===== config.mk =====
export PLATFORM = sky130hd
export DESIGN_NAME = clock_timekeeper
export DESIGN_NICKNAME = d
export VERILOG_FILES = /design/src/rtl/clock_pkg.sv /design/src/rtl/clock_bcd_mod_counter.sv /design/src/rtl/clock_timekeeper.sv
export SDC_FILE = /design/constraint.sdc
export NUM_CORES = 1
export LEC_CHECK = 0
export ABC_AREA = 0
export ABC_CLOCK_PERIOD_IN_PS = 2520
export CORE_ASPECT_RATIO = 2
export CORE_MARGIN = 1
export CORE_UTILIZATION = 62
export CTS_CLUSTER_SIZE = 28
export DETAILED_ROUTE_END_ITERATION = 7
export DONT_BUFFER_PORTS = 1
export GPL_TIMING_DRIVEN = 0
export HOLD_SLACK_MARGIN = 0.1
export PLACE_DENSITY = 0.85
export SYNTH_ARGS = -nofsm -noshare
export SYNTH_HDL_FRONTEND = slang
export SYNTH_SLANG_ARGS = --single-unit

===== constraint.sdc =====
create_clock -name clk -period 2.52 [get_ports clk]
set_clock_uncertainty 0.2 [all_clocks]
set_input_delay 0.252 -clock clk [delete_from_list [all_inputs] [get_ports clk]]
set_output_delay 0.252 -clock clk [all_outputs]
set_load 0.005 [all_outputs]

===== src/rtl/clock_pkg.sv =====
// ----------------------------------------------------------------------------
// clock_pkg
// Shared definitions for the digital clock time-of-day core.
//   state_e  : set-mode FSM states (RUN, SET_HR, SET_MIN)
//   BCD_W    : width of one BCD digit
//   *_LIMIT  : highest legal value of a units digit, a tens-of-seconds/minutes
//              digit, and of the hour in 24 h and 12 h display modes
//   to_bcd() : splits a binary value 0..99 into {tens, units} BCD nibbles,
//              used to turn the reset/limit parameters into digit values
// ----------------------------------------------------------------------------
package clock_pkg;

    typedef enum logic [1:0] {
        RUN     = 2'd0,
        SET_HR  = 2'd1,
        SET_MIN = 2'd2
    } state_e;

    localparam int BCD_W       = 4;
    localparam int UNITS_LIMIT = 9;
    localparam int TENS_LIMIT  = 5;
    localparam int HR24_LIMIT  = 23;
    localparam int HR12_LIMIT  = 12;

    function automatic logic [2*BCD_W-1:0] to_bcd(input int unsigned value);
        logic [BCD_W-1:0] tens;
        logic [BCD_W-1:0] units;
        tens  = BCD_W'(value / 10);
        units = BCD_W'(value % 10);
        return {tens, units};
    endfunction

endpackage


===== src/rtl/clock_bcd_mod_counter.sv =====
// ----------------------------------------------------------------------------
// bcd_mod_counter
// Two-digit BCD counter (tens/units) that counts up to MAX and then wraps to
// WRAP. Used for seconds and minutes (MAX=59, WRAP=0) and for hours
// (MAX=23/WRAP=0 or MAX=12/WRAP=1).
// Ports:
//   clk, rst_n : system clock, asynchronous active-low reset (loads RESET_VAL)
//   inc        : advance by one this cycle
//   clr        : load the WRAP value (takes priority over inc)
//   carry_out  : combinational, high when inc arrives while at MAX, i.e. the
//                cycle in which this pair wraps
//   tens/units : registered BCD digits
// ----------------------------------------------------------------------------
module bcd_mod_counter
    import clock_pkg::*;
#(
    parameter int MAX       = 59,
    parameter int WRAP      = 0,
    parameter int RESET_VAL = 0
) (
    input  logic             clk,
    input  logic             rst_n,
    input  logic             inc,
    input  logic             clr,
    output logic             carry_out,
    output logic [BCD_W-1:0] tens,
    output logic [BCD_W-1:0] units
);

    localparam logic [2*BCD_W-1:0] MAX_BCD   = to_bcd(MAX);
    localparam logic [2*BCD_W-1:0] WRAP_BCD  = to_bcd(WRAP);
    localparam logic [2*BCD_W-1:0] RESET_BCD = to_bcd(RESET_VAL);

    logic [BCD_W-1:0] tens_q;
    logic [BCD_W-1:0] tens_d;
    logic [BCD_W-1:0] units_q;
    logic [BCD_W-1:0] units_d;
    logic             at_max;

    assign at_max = ({tens_q, units_q} == MAX_BCD);

    // The carry reflects the increment even when clr wins, so a tick that
    // lands together with a clear still ripples into the next pair.
    assign carry_out = inc & at_max;

    // Next value: wrap at MAX, otherwise a plain BCD +1 with units->tens carry.
    always_comb begin
        tens_d  = tens_q;
        units_d = units_q;
        if (clr) begin
            {tens_d, units_d} = WRAP_BCD;
        end else if (inc) begin
            if (at_max) begin
                {tens_d, units_d} = WRAP_BCD;
            end else if (units_q == BCD_W'(UNITS_LIMIT)) begin
                tens_d  = tens_q + 4'd1;
                units_d = '0;
            end else begin
                units_d = units_q + 4'd1;
            end
        end
    end

    always_ff @(posedge clk or negedge rst_n) begin
        if (!rst_n) begin
            tens_q  <= RESET_BCD[2*BCD_W-1:BCD_W];
            units_q <= RESET_BCD[BCD_W-1:0];
        end else begin
            tens_q  <= tens_d;
            units_q <= units_d;
        end
    end

    assign tens  = tens_q;
    assign units = units_q;

endmodule


===== src/rtl/clock_timekeeper.sv =====
// ----------------------------------------------------------------------------
// clock_timekeeper
// Time-of-day core of the digital clock. Counts BCD HH:MM:SS from the
// divider's 1 Hz square wave, runs the RUN -> SET_HR -> SET_MIN set-mode FSM
// from debounced buttons, and produces blank flags that blink the field being
// set at 2 Hz.
// Parameters:
//   HOUR_MODULO : 24 (hours 00..23) or 12 (hours 01..12, 12 -> 01)
//   RESET_HR    : hour loaded at reset
//   RESET_MIN   : minute loaded at reset
// Ports:
//   clk, rst_n          : system clock, asynchronous active-low reset
//   clk_1HZ             : 1 Hz square wave, rising edge = one second
//   clk_2HZ             : 2 Hz square wave, low phase = blank phase
//   btn_mode, btn_inc   : one-cycle debounced button pulses
//   hr_t .. sec_u       : BCD time digits
//   blank_hr, blank_min : blank requests for the digits being set
//   day_pulse           : one-cycle pulse when the time rolls over the day
// ----------------------------------------------------------------------------
module clock_timekeeper
    import clock_pkg::*;
#(
    parameter int HOUR_MODULO = 24,
    parameter int RESET_HR    = 0,
    parameter int RESET_MIN   = 0
) (
    input  logic             clk,
    input  logic             rst_n,
    input  logic             clk_1HZ,
    input  logic             clk_2HZ,
    input  logic             btn_mode,
    input  logic             btn_inc,
    output logic [BCD_W-1:0] hr_t,
    output logic [BCD_W-1:0] hr_u,
    output logic [BCD_W-1:0] min_t,
    output logic [BCD_W-1:0] min_u,
    output logic [BCD_W-1:0] sec_t,
    output logic [BCD_W-1:0] sec_u,
    output logic             blank_hr,
    output logic             blank_min,
    output logic             day_pulse
);

    localparam int MS_MAX  = TENS_LIMIT * 10 + UNITS_LIMIT;
    localparam int HR_MAX  = (HOUR_MODULO == 12) ? HR12_LIMIT : HR24_LIMIT;
    localparam int HR_WRAP = (HOUR_MODULO == 12) ? 1 : 0;

    state_e state_q;
    state_e state_d;
    logic   prev_1hz_q;
    logic   prev_1hz_d;
    logic   blank_hr_q;
    logic   blank_hr_d;
    logic   blank_min_q;
    logic   blank_min_d;
    logic   day_pulse_q;
    logic   day_pulse_d;

    logic   sec_tick;
    logic   is_run;
    logic   is_set_hr;
    logic   is_set_min;
    logic   inc_accept;
    logic   sec_inc;
    logic   sec_clr;
    logic   min_inc;
    logic   hr_inc;
    logic   sec_carry;
    logic   min_carry;
    logic   hr_carry;

    // One second per rising edge of the divider's 1 Hz level. The history
    // flop resets to 1 so a wave that is already high at release is not
    // mistaken for a fresh edge.
    assign sec_tick = clk_1HZ & ~prev_1hz_q;

    assign is_run     = (state_q == RUN);
    assign is_set_hr  = (state_q == SET_HR);
    assign is_set_min = (state_q == SET_MIN);

    // A mode press in the same cycle swallows any increment press.
    assign inc_accept = btn_inc & ~btn_mode;

    // Seconds only count in RUN. Leaving RUN clears them; the tick of that
    // same cycle still produces its minute/hour carry through sec_carry.
    assign sec_inc = is_run & sec_tick;
    assign sec_clr = is_run & btn_mode;

    // Minutes advance from the seconds carry in RUN or from the button in
    // SET_MIN; the button path never carries into the hours.
    assign min_inc = (is_run & sec_carry) | (is_set_min & inc_accept);
    assign hr_inc  = (is_run & min_carry) | (is_set_hr & inc_accept);

    // Only a running rollover marks a new day, never a set-mode wrap.
    assign day_pulse_d = is_run & hr_carry;

    // Set-mode FSM next state plus the registered blink requests, which
    // follow the current state and the 2 Hz phase.
    always_comb begin
        state_d     = state_q;
        prev_1hz_d  = clk_1HZ;
        blank_hr_d  = is_set_hr & ~clk_2HZ;
        blank_min_d = is_set_min & ~clk_2HZ;
        case (state_q)
            RUN: begin
                if (btn_mode) begin
                    state_d = SET_HR;
                end
            end
            SET_HR: begin
                if (btn_mode) begin
                    state_d = SET_MIN;
                end
            end
            SET_MIN: begin
                if (btn_mode) begin
                    state_d = RUN;
                end
            end
            default: begin
                state_d = RUN;
            end
        endcase
    end

    always_ff @(posedge clk or negedge rst_n) begin
        if (!rst_n) begin
            state_q     <= RUN;
            prev_1hz_q  <= 1'b1;
            blank_hr_q  <= 1'b0;
            blank_min_q <= 1'b0;
            day_pulse_q <= 1'b0;
        end else begin
            state_q     <= state_d;
            prev_1hz_q  <= prev_1hz_d;
            blank_hr_q  <= blank_hr_d;
            blank_min_q <= blank_min_d;
            day_pulse_q <= day_pulse_d;
        end
    end

    bcd_mod_counter #(
        .MAX       (MS_MAX),
        .WRAP      (0),
        .RESET_VAL (0)
    ) u_sec (
        .clk       (clk),
        .rst_n     (rst_n),
        .inc       (sec_inc),
        .clr       (sec_clr),
        .carry_out (sec_carry),
        .tens      (sec_t),
        .units     (sec_u)
    );

    bcd_mod_counter #(
        .MAX       (MS_MAX),
        .WRAP      (0),
        .RESET_VAL (RESET_MIN)
    ) u_min (
        .clk       (clk),
        .rst_n     (rst_n),
        .inc       (min_inc),
        .clr       (1'b0),
        .carry_out (min_carry),
        .tens      (min_t),
        .units     (min_u)
    );

    bcd_mod_counter #(
        .MAX       (HR_MAX),
        .WRAP      (HR_WRAP),
        .RESET_VAL (RESET_HR)
    ) u_hr (
        .clk       (clk),
        .rst_n     (rst_n),
        .inc       (hr_inc),
        .clr       (1'b0),
        .carry_out (hr_carry),
        .tens      (hr_t),
        .units     (hr_u)
    );

    assign blank_hr  = blank_hr_q;
    assign blank_min = blank_min_q;
    assign day_pulse = day_pulse_q;

endmodule


---- Word level (Yosys, flattened, before mapping) ----
Cells that the tools add are included.
operators by class
  $add $sub $neg .......................... 6
  equal/unequal tests ..................... 11
  muxes and demuxes ....................... 20
  bitwise logic cells ..................... 19
  reduce and logical (&&, ||, !) cells .... 9
operators by type and width
  operator             count
  $mux 4               16
  $add 4x1->4 const B  6
  $eq 8x7->1 const B   2
  $and 1x1->1          14
  $eq 4x4->1 const B   3
  $eq 8x6->1 const B   1
  $mux 2               3
  $ne 2x2->1 const B   3
  $pmux 2 s3           1
  $reduce_and 2->1     3
  $reduce_bool 2->1    3
  $not 1->1            3
  $reduce_and 3->1     1
  $reduce_bool 3->1    1
  $eq 2x1->1 const B   1
  $eq 2x2->1 const B   1
  $logic_not 2->1      1
  $or 1x1->1           2
storage, ports and cells
  register bits after elaboration ......... 30
  bits of input ports ..................... 6
  logic and storage cells ................. 76

---- Longest topological paths before layout ----
  depth in word-level cells ............... 11
  mapped depth ............................ 8
  mapped depth without buffers ............ 7

---- By module ----
A second synthesis with hierarchy kept.
second synthesis, totals
  cells, all modules ...................... 177
  area total of the unflattened synthesis .. 1,771.7 um^2
modules (own cells, without submodules)
  module                       times used  cells each  area an instance (um^2)  seq. area each (um^2)
  bcd_mod_counter (u_min ...)  2           50          490.5                    200.2
  bcd_mod_counter (u_hr)       1           56          530.5                    200.2
  clock_timekeeper             1           21          260.2                    151.4

---- Worst setup path after synthesis ----
No wires, ideal clock.
  path type ............................... flip-flop to flip-flop
  start ................................... register u_hr.tens_q[0], in the netlist u_hr.tens[0]
  end ..................................... register u_hr.tens_q[1], in the netlist u_hr.tens[1]
  arrival ................................. 1,895 ps
  data required time ...................... 2,195 ps
  setup slack ............................. 300 ps
  cell stages (with the launch flop) ...... 7
  buffers on the path ..................... 0
  period minus slack after synthesis ...... 2,220 ps
  path through ............................ dfrtp_1 inv_1 ha_1 or4b_4 o22ai_2 nor2b_1 mux2_2
on the way
  longest elaborated chain between the ends .. 3
  elaborated cells between the ends (all ways) .. 6
RTL lines
  item                                         line                                                      RTL
  start: declaration                           clock_bcd_mod_counter.sv:34                               logic [BCD_W-1:0] tens_q;
  start signal: assignment                     clock_bcd_mod_counter.sv:66                               tens_q <= RESET_BCD[2*BCD_W-1:BCD_W];
  start signal: assignment                     clock_bcd_mod_counter.sv:69                               tens_q <= tens_d;
  $add 4x1->4 or $eq 8x6->1 (tied branches)    clock_bcd_mod_counter.sv:56, clock_bcd_mod_counter.sv:40
  $mux 4 or $reduce_bool 2->1 (tied branches)  --
  $mux 4 or $reduce_and 2->1 (tied branches)   --
Parallel ways exist; a longest one is shown, timed or not. The select of a mux whose other input is x is not followed.
A chain may end at the register's enable or synchronous reset.

---- Final worst setup path ----
Ends and elaborated chain as after synthesis.

==> impl_metrics.env <==
export IMPL_period_needed_ns=2.396
export IMPL_avgSynthCellArea_um2=10.45
export IMPL_synthesis_nets=172
export IMPL_rrSetupSlack_ns=0.12
export IMPL_worstReg2RegEnd="u_hr.tens[1]"
export IMPL_die_x_um=38.26
export IMPL_cts_buffers=5
export IMPL_pre_cts_slack_ns=0.1175
export IMPL_syn_inst=156
export IMPL_synth_area_top_cells="dfrtp_1 45%, ha_1 7.7%, o21ai_0 4.6%, mux2_2 3.5%, nor2_1 3.2%"
export IMPL_cts_tree="done"
export IMPL_hold_viol=0
export IMPL_worst_setup_path_end_kind="register"
export IMPL_multiInputGateArea_um2=830.8
export IMPL_critPathMaxFanout=7
export IMPL_crit_arrival_ns=2.37
export IMPL_setup_slack_ns=0.1238
export IMPL_vias=1204
export IMPL_io_buffers=0
export IMPL_drtPass1Iterations=4
export IMPL_areaGrowthSynthToFinish_pct=11.13
export IMPL_p_per_area_nw_per_um2=855.3
export IMPL_slew_headroom_pct=58.07
export IMPL_setup_tns_ns=0
export IMPL_clock_tree_root_cell="clkbuf_8"
export IMPL_dieArea_um2=2851
export IMPL_switchingPower_mw=0.5627
export IMPL_path_clk_slew_ns=0.06
export IMPL_switching_share_pct=36.31
export IMPL_slew_viol_final=0
export IMPL_critPathKind="reg2reg"
export IMPL_grt_usage_pct=24.54
export IMPL_crit_path_start="u_hr.tens[0]"
export IMPL_worstPathRequired_ns=2.49
export IMPL_synth_top_area_share_pct=44.51
export IMPL_worstHoldPathType="in2reg"
export IMPL_crit_path_end="u_hr.tens[1]"
export IMPL_timing_rr_start="u_hr.tens[0]"
export IMPL_power_mw=1.550
export IMPL_via_per_inst=6.112
export IMPL_drc=0
export IMPL_fp_row_count=26
export IMPL_rsz0062_at_grt="no"
export IMPL_yosysUniqueCellTypes=39
export IMPL_power_internal_mw=0.9869
export IMPL_peakVddDrop_mv=0.6605
export IMPL_overflow=0
export IMPL_worstRegToRegCells=6
export IMPL_synth_ff_type="dfrtp_1"
export IMPL_cts_num_sinks=30
export IMPL_worstSkewPairLatency_ns=0.28
export IMPL_htreeDepth=2
export IMPL_pwr_share_clk_pct=23.6
export IMPL_detail_route_antenna_nets=0
export IMPL_postCtsSetupBuffers=0
export IMPL_synth_async_sr_flop_share_pct=100.0
export IMPL_initial_core_util_pct=64.25
export IMPL_p_leak_nw=0.8055
export IMPL_grt_pass1_vias=1144
export IMPL_dp_hpwl_um=2273
export IMPL_place_congestion=0.7922
export IMPL_dr_first_iter_drc_count=32
export IMPL_grt_max_degree=31
export IMPL_antenna_found_initial=0
export IMPL_seqCellArea_um2=752.0
export IMPL_core_um2=2537
export IMPL_seq_power_share_pct=49.4
export IMPL_syn_area_um2=1630
export IMPL_fin_crit_sh_pct=95.09
export IMPL_synth_edf_count=0
export IMPL_worst_pin_slew_ns=0.6276
export IMPL_ys_seq_elements=30
export IMPL_n_fill_cell=175
export IMPL_synth_largest_area_cell="dfrtp_1"
export IMPL_maxCapViolCount=0
export IMPL_clk_path_buf_depth=2
export IMPL_setup_viol=0
export IMPL_cp_start_kind="register"
export IMPL_pwr_share_comb_pct=27.0
export IMPL_yosysWarnings=0
export IMPL_grt_pass1_wl_um=4857
export IMPL_max_clock_freq_mhz=417.3
export IMPL_nets=184
export IMPL_chipHeight_um=74.52
export IMPL_ios=33
export IMPL_status="finished, final reports clean"
export IMPL_antenna_cells=0
export IMPL_wl_per_cell_um=15.87
export IMPL_yosysSeqAreaShare_pct=46.12
export IMPL_detail_route_wirelength_um=3127
export IMPL_drive_above_1_share_pct=14.20
[metal layers]
metal | up-vias | track usage (%) | wire (µm)
met1 | 578 | 24.15 | 1145
met3 | 7 | 7.463 | 151
met2 | 31 | 42.75 | 1764
met5 | - | 0 | 0
met4 | 0 | 14.29 | 66
li1 | 588 | - | -
[cells in the final DEF (no fill, tap or decap), types with 4 or more instances in the layout]
cell type / Yosys / final
a21oi_1: 6 / 6
clkbuf_8: 0 / 5
dfrtp_1: 29 / 29
dlygate4sd3_1: 0 / 4
ha_1: 10 / 10
inv_1: 7 / 7
mux2_2: 5 / 5
nand2_1: 13 / 13
nor2_1: 14 / 14
nor2b_1: 7 / 7
nor3_1: 4 / 4
o21ai_0: 15 / 15
o31ai_1: 4 / 4
[worst min path at each step]
stage,slack (ns),depth (start not counted),startpoint,end
6_report,0.15,2,clk_1HZ,u_sec.units[0]
5_1_grt,0.15,2,clk_1HZ,u_sec.units[0]
4_1_cts,0.15,2,clk_1HZ,u_sec.units[0]
3_5_place_dp,-0.24,0,rst_n,u_hr.units[3]
3_3_place_gp,-0.24,0,rst_n,u_hr.units[2]
2_1_floorplan,-0.24,0,rst_n,blank_hr
[state kept, by name, indices dropped and copies added (netlist names)]
signal       cells
u_min.units      4
blank_min        1
u_sec.tens       4
day_pulse        1
blank_hr         1
prev_1hz_q       1
u_hr.tens        4
state_q          2
u_hr.units       4
u_min.tens       4
u_sec.units      4
[stage by stage]
step / cells / utilization, % / area (µm²) / hold slack [ns]
floorplan: 156 / - / 1630 / -0.2436
global placement: 184 / 65.63 / 1665 / -0.2431
detailed placement: 184 / 65.63 / 1665 / -0.2430
CTS: 197 / 71.15 / 1805 / 0.1531
global route: 197 / 71.40 / 1812 / 0.1506
finish: 197 / 71.40 / 1812 / 0.1530
[synthesized netlist by cell type (4+ instances only)]
master,n
o31ai_1,4
nand2_1,13
ha_1,10
o21ai_0,15
mux2_2,5
dfrtp_1,29
nor3_1,4
nor2_1,14
nor2b_1,7
a21oi_1,6
inv_1,7
[critical path, cell delays in order, from the launching register on]
cell     delay [ns]
dfrtp_1        0.42
inv_1          0.10
ha_1           0.14
or4b_4         0.48
o22ai_2        0.32
nor2b_1        0.26
mux2_2         0.36
[timing repair]
item	4_1_cts	5_1_grt
endpoints found under the hold margin	37	0
gates resized for setup	0	1
hold buffers	5	0
setup endpoints to repair	0	1
[power by group through the flow]
stage / registers, mW / logic, mW / clock network, mW
5_1_grt: 0.790 / 0.460 / 0.396
3_3_place_gp: 0.765 / 0.372 / 0
6_report: 0.766 / 0.418 / 0.366
3_5_place_dp: 0.774 / 0.398 / 0
2_1_floorplan: 0.733 / 0.334 / 0
4_1_cts: 0.766 / 0.418 / 0.371
[area by class of cell]
type | instances | share of cell area [%]
Timing Repair Buffer | 5 | 3.315
Multi-Input combinational cell | 116 | 45.86
Inverter | 7 | 1.450
Tap cell | 28 | 1.934
Clock buffer | 8 | 4.420
Buffer | 3 | 1.519
Sequential cell | 30 | 41.51
[kinds of logic after synthesis]
logic type	after synthesis	synth area share [%]
buf+inv	10	3.300
fa+ha+maj	10	7.675
mux	6	4.067
xor+xnor	2	1.075
compound gates	35	14.28
simple gates	63	23.48
flops	30	46.12
Note: power is estimated with default switching activity, not from simulation.
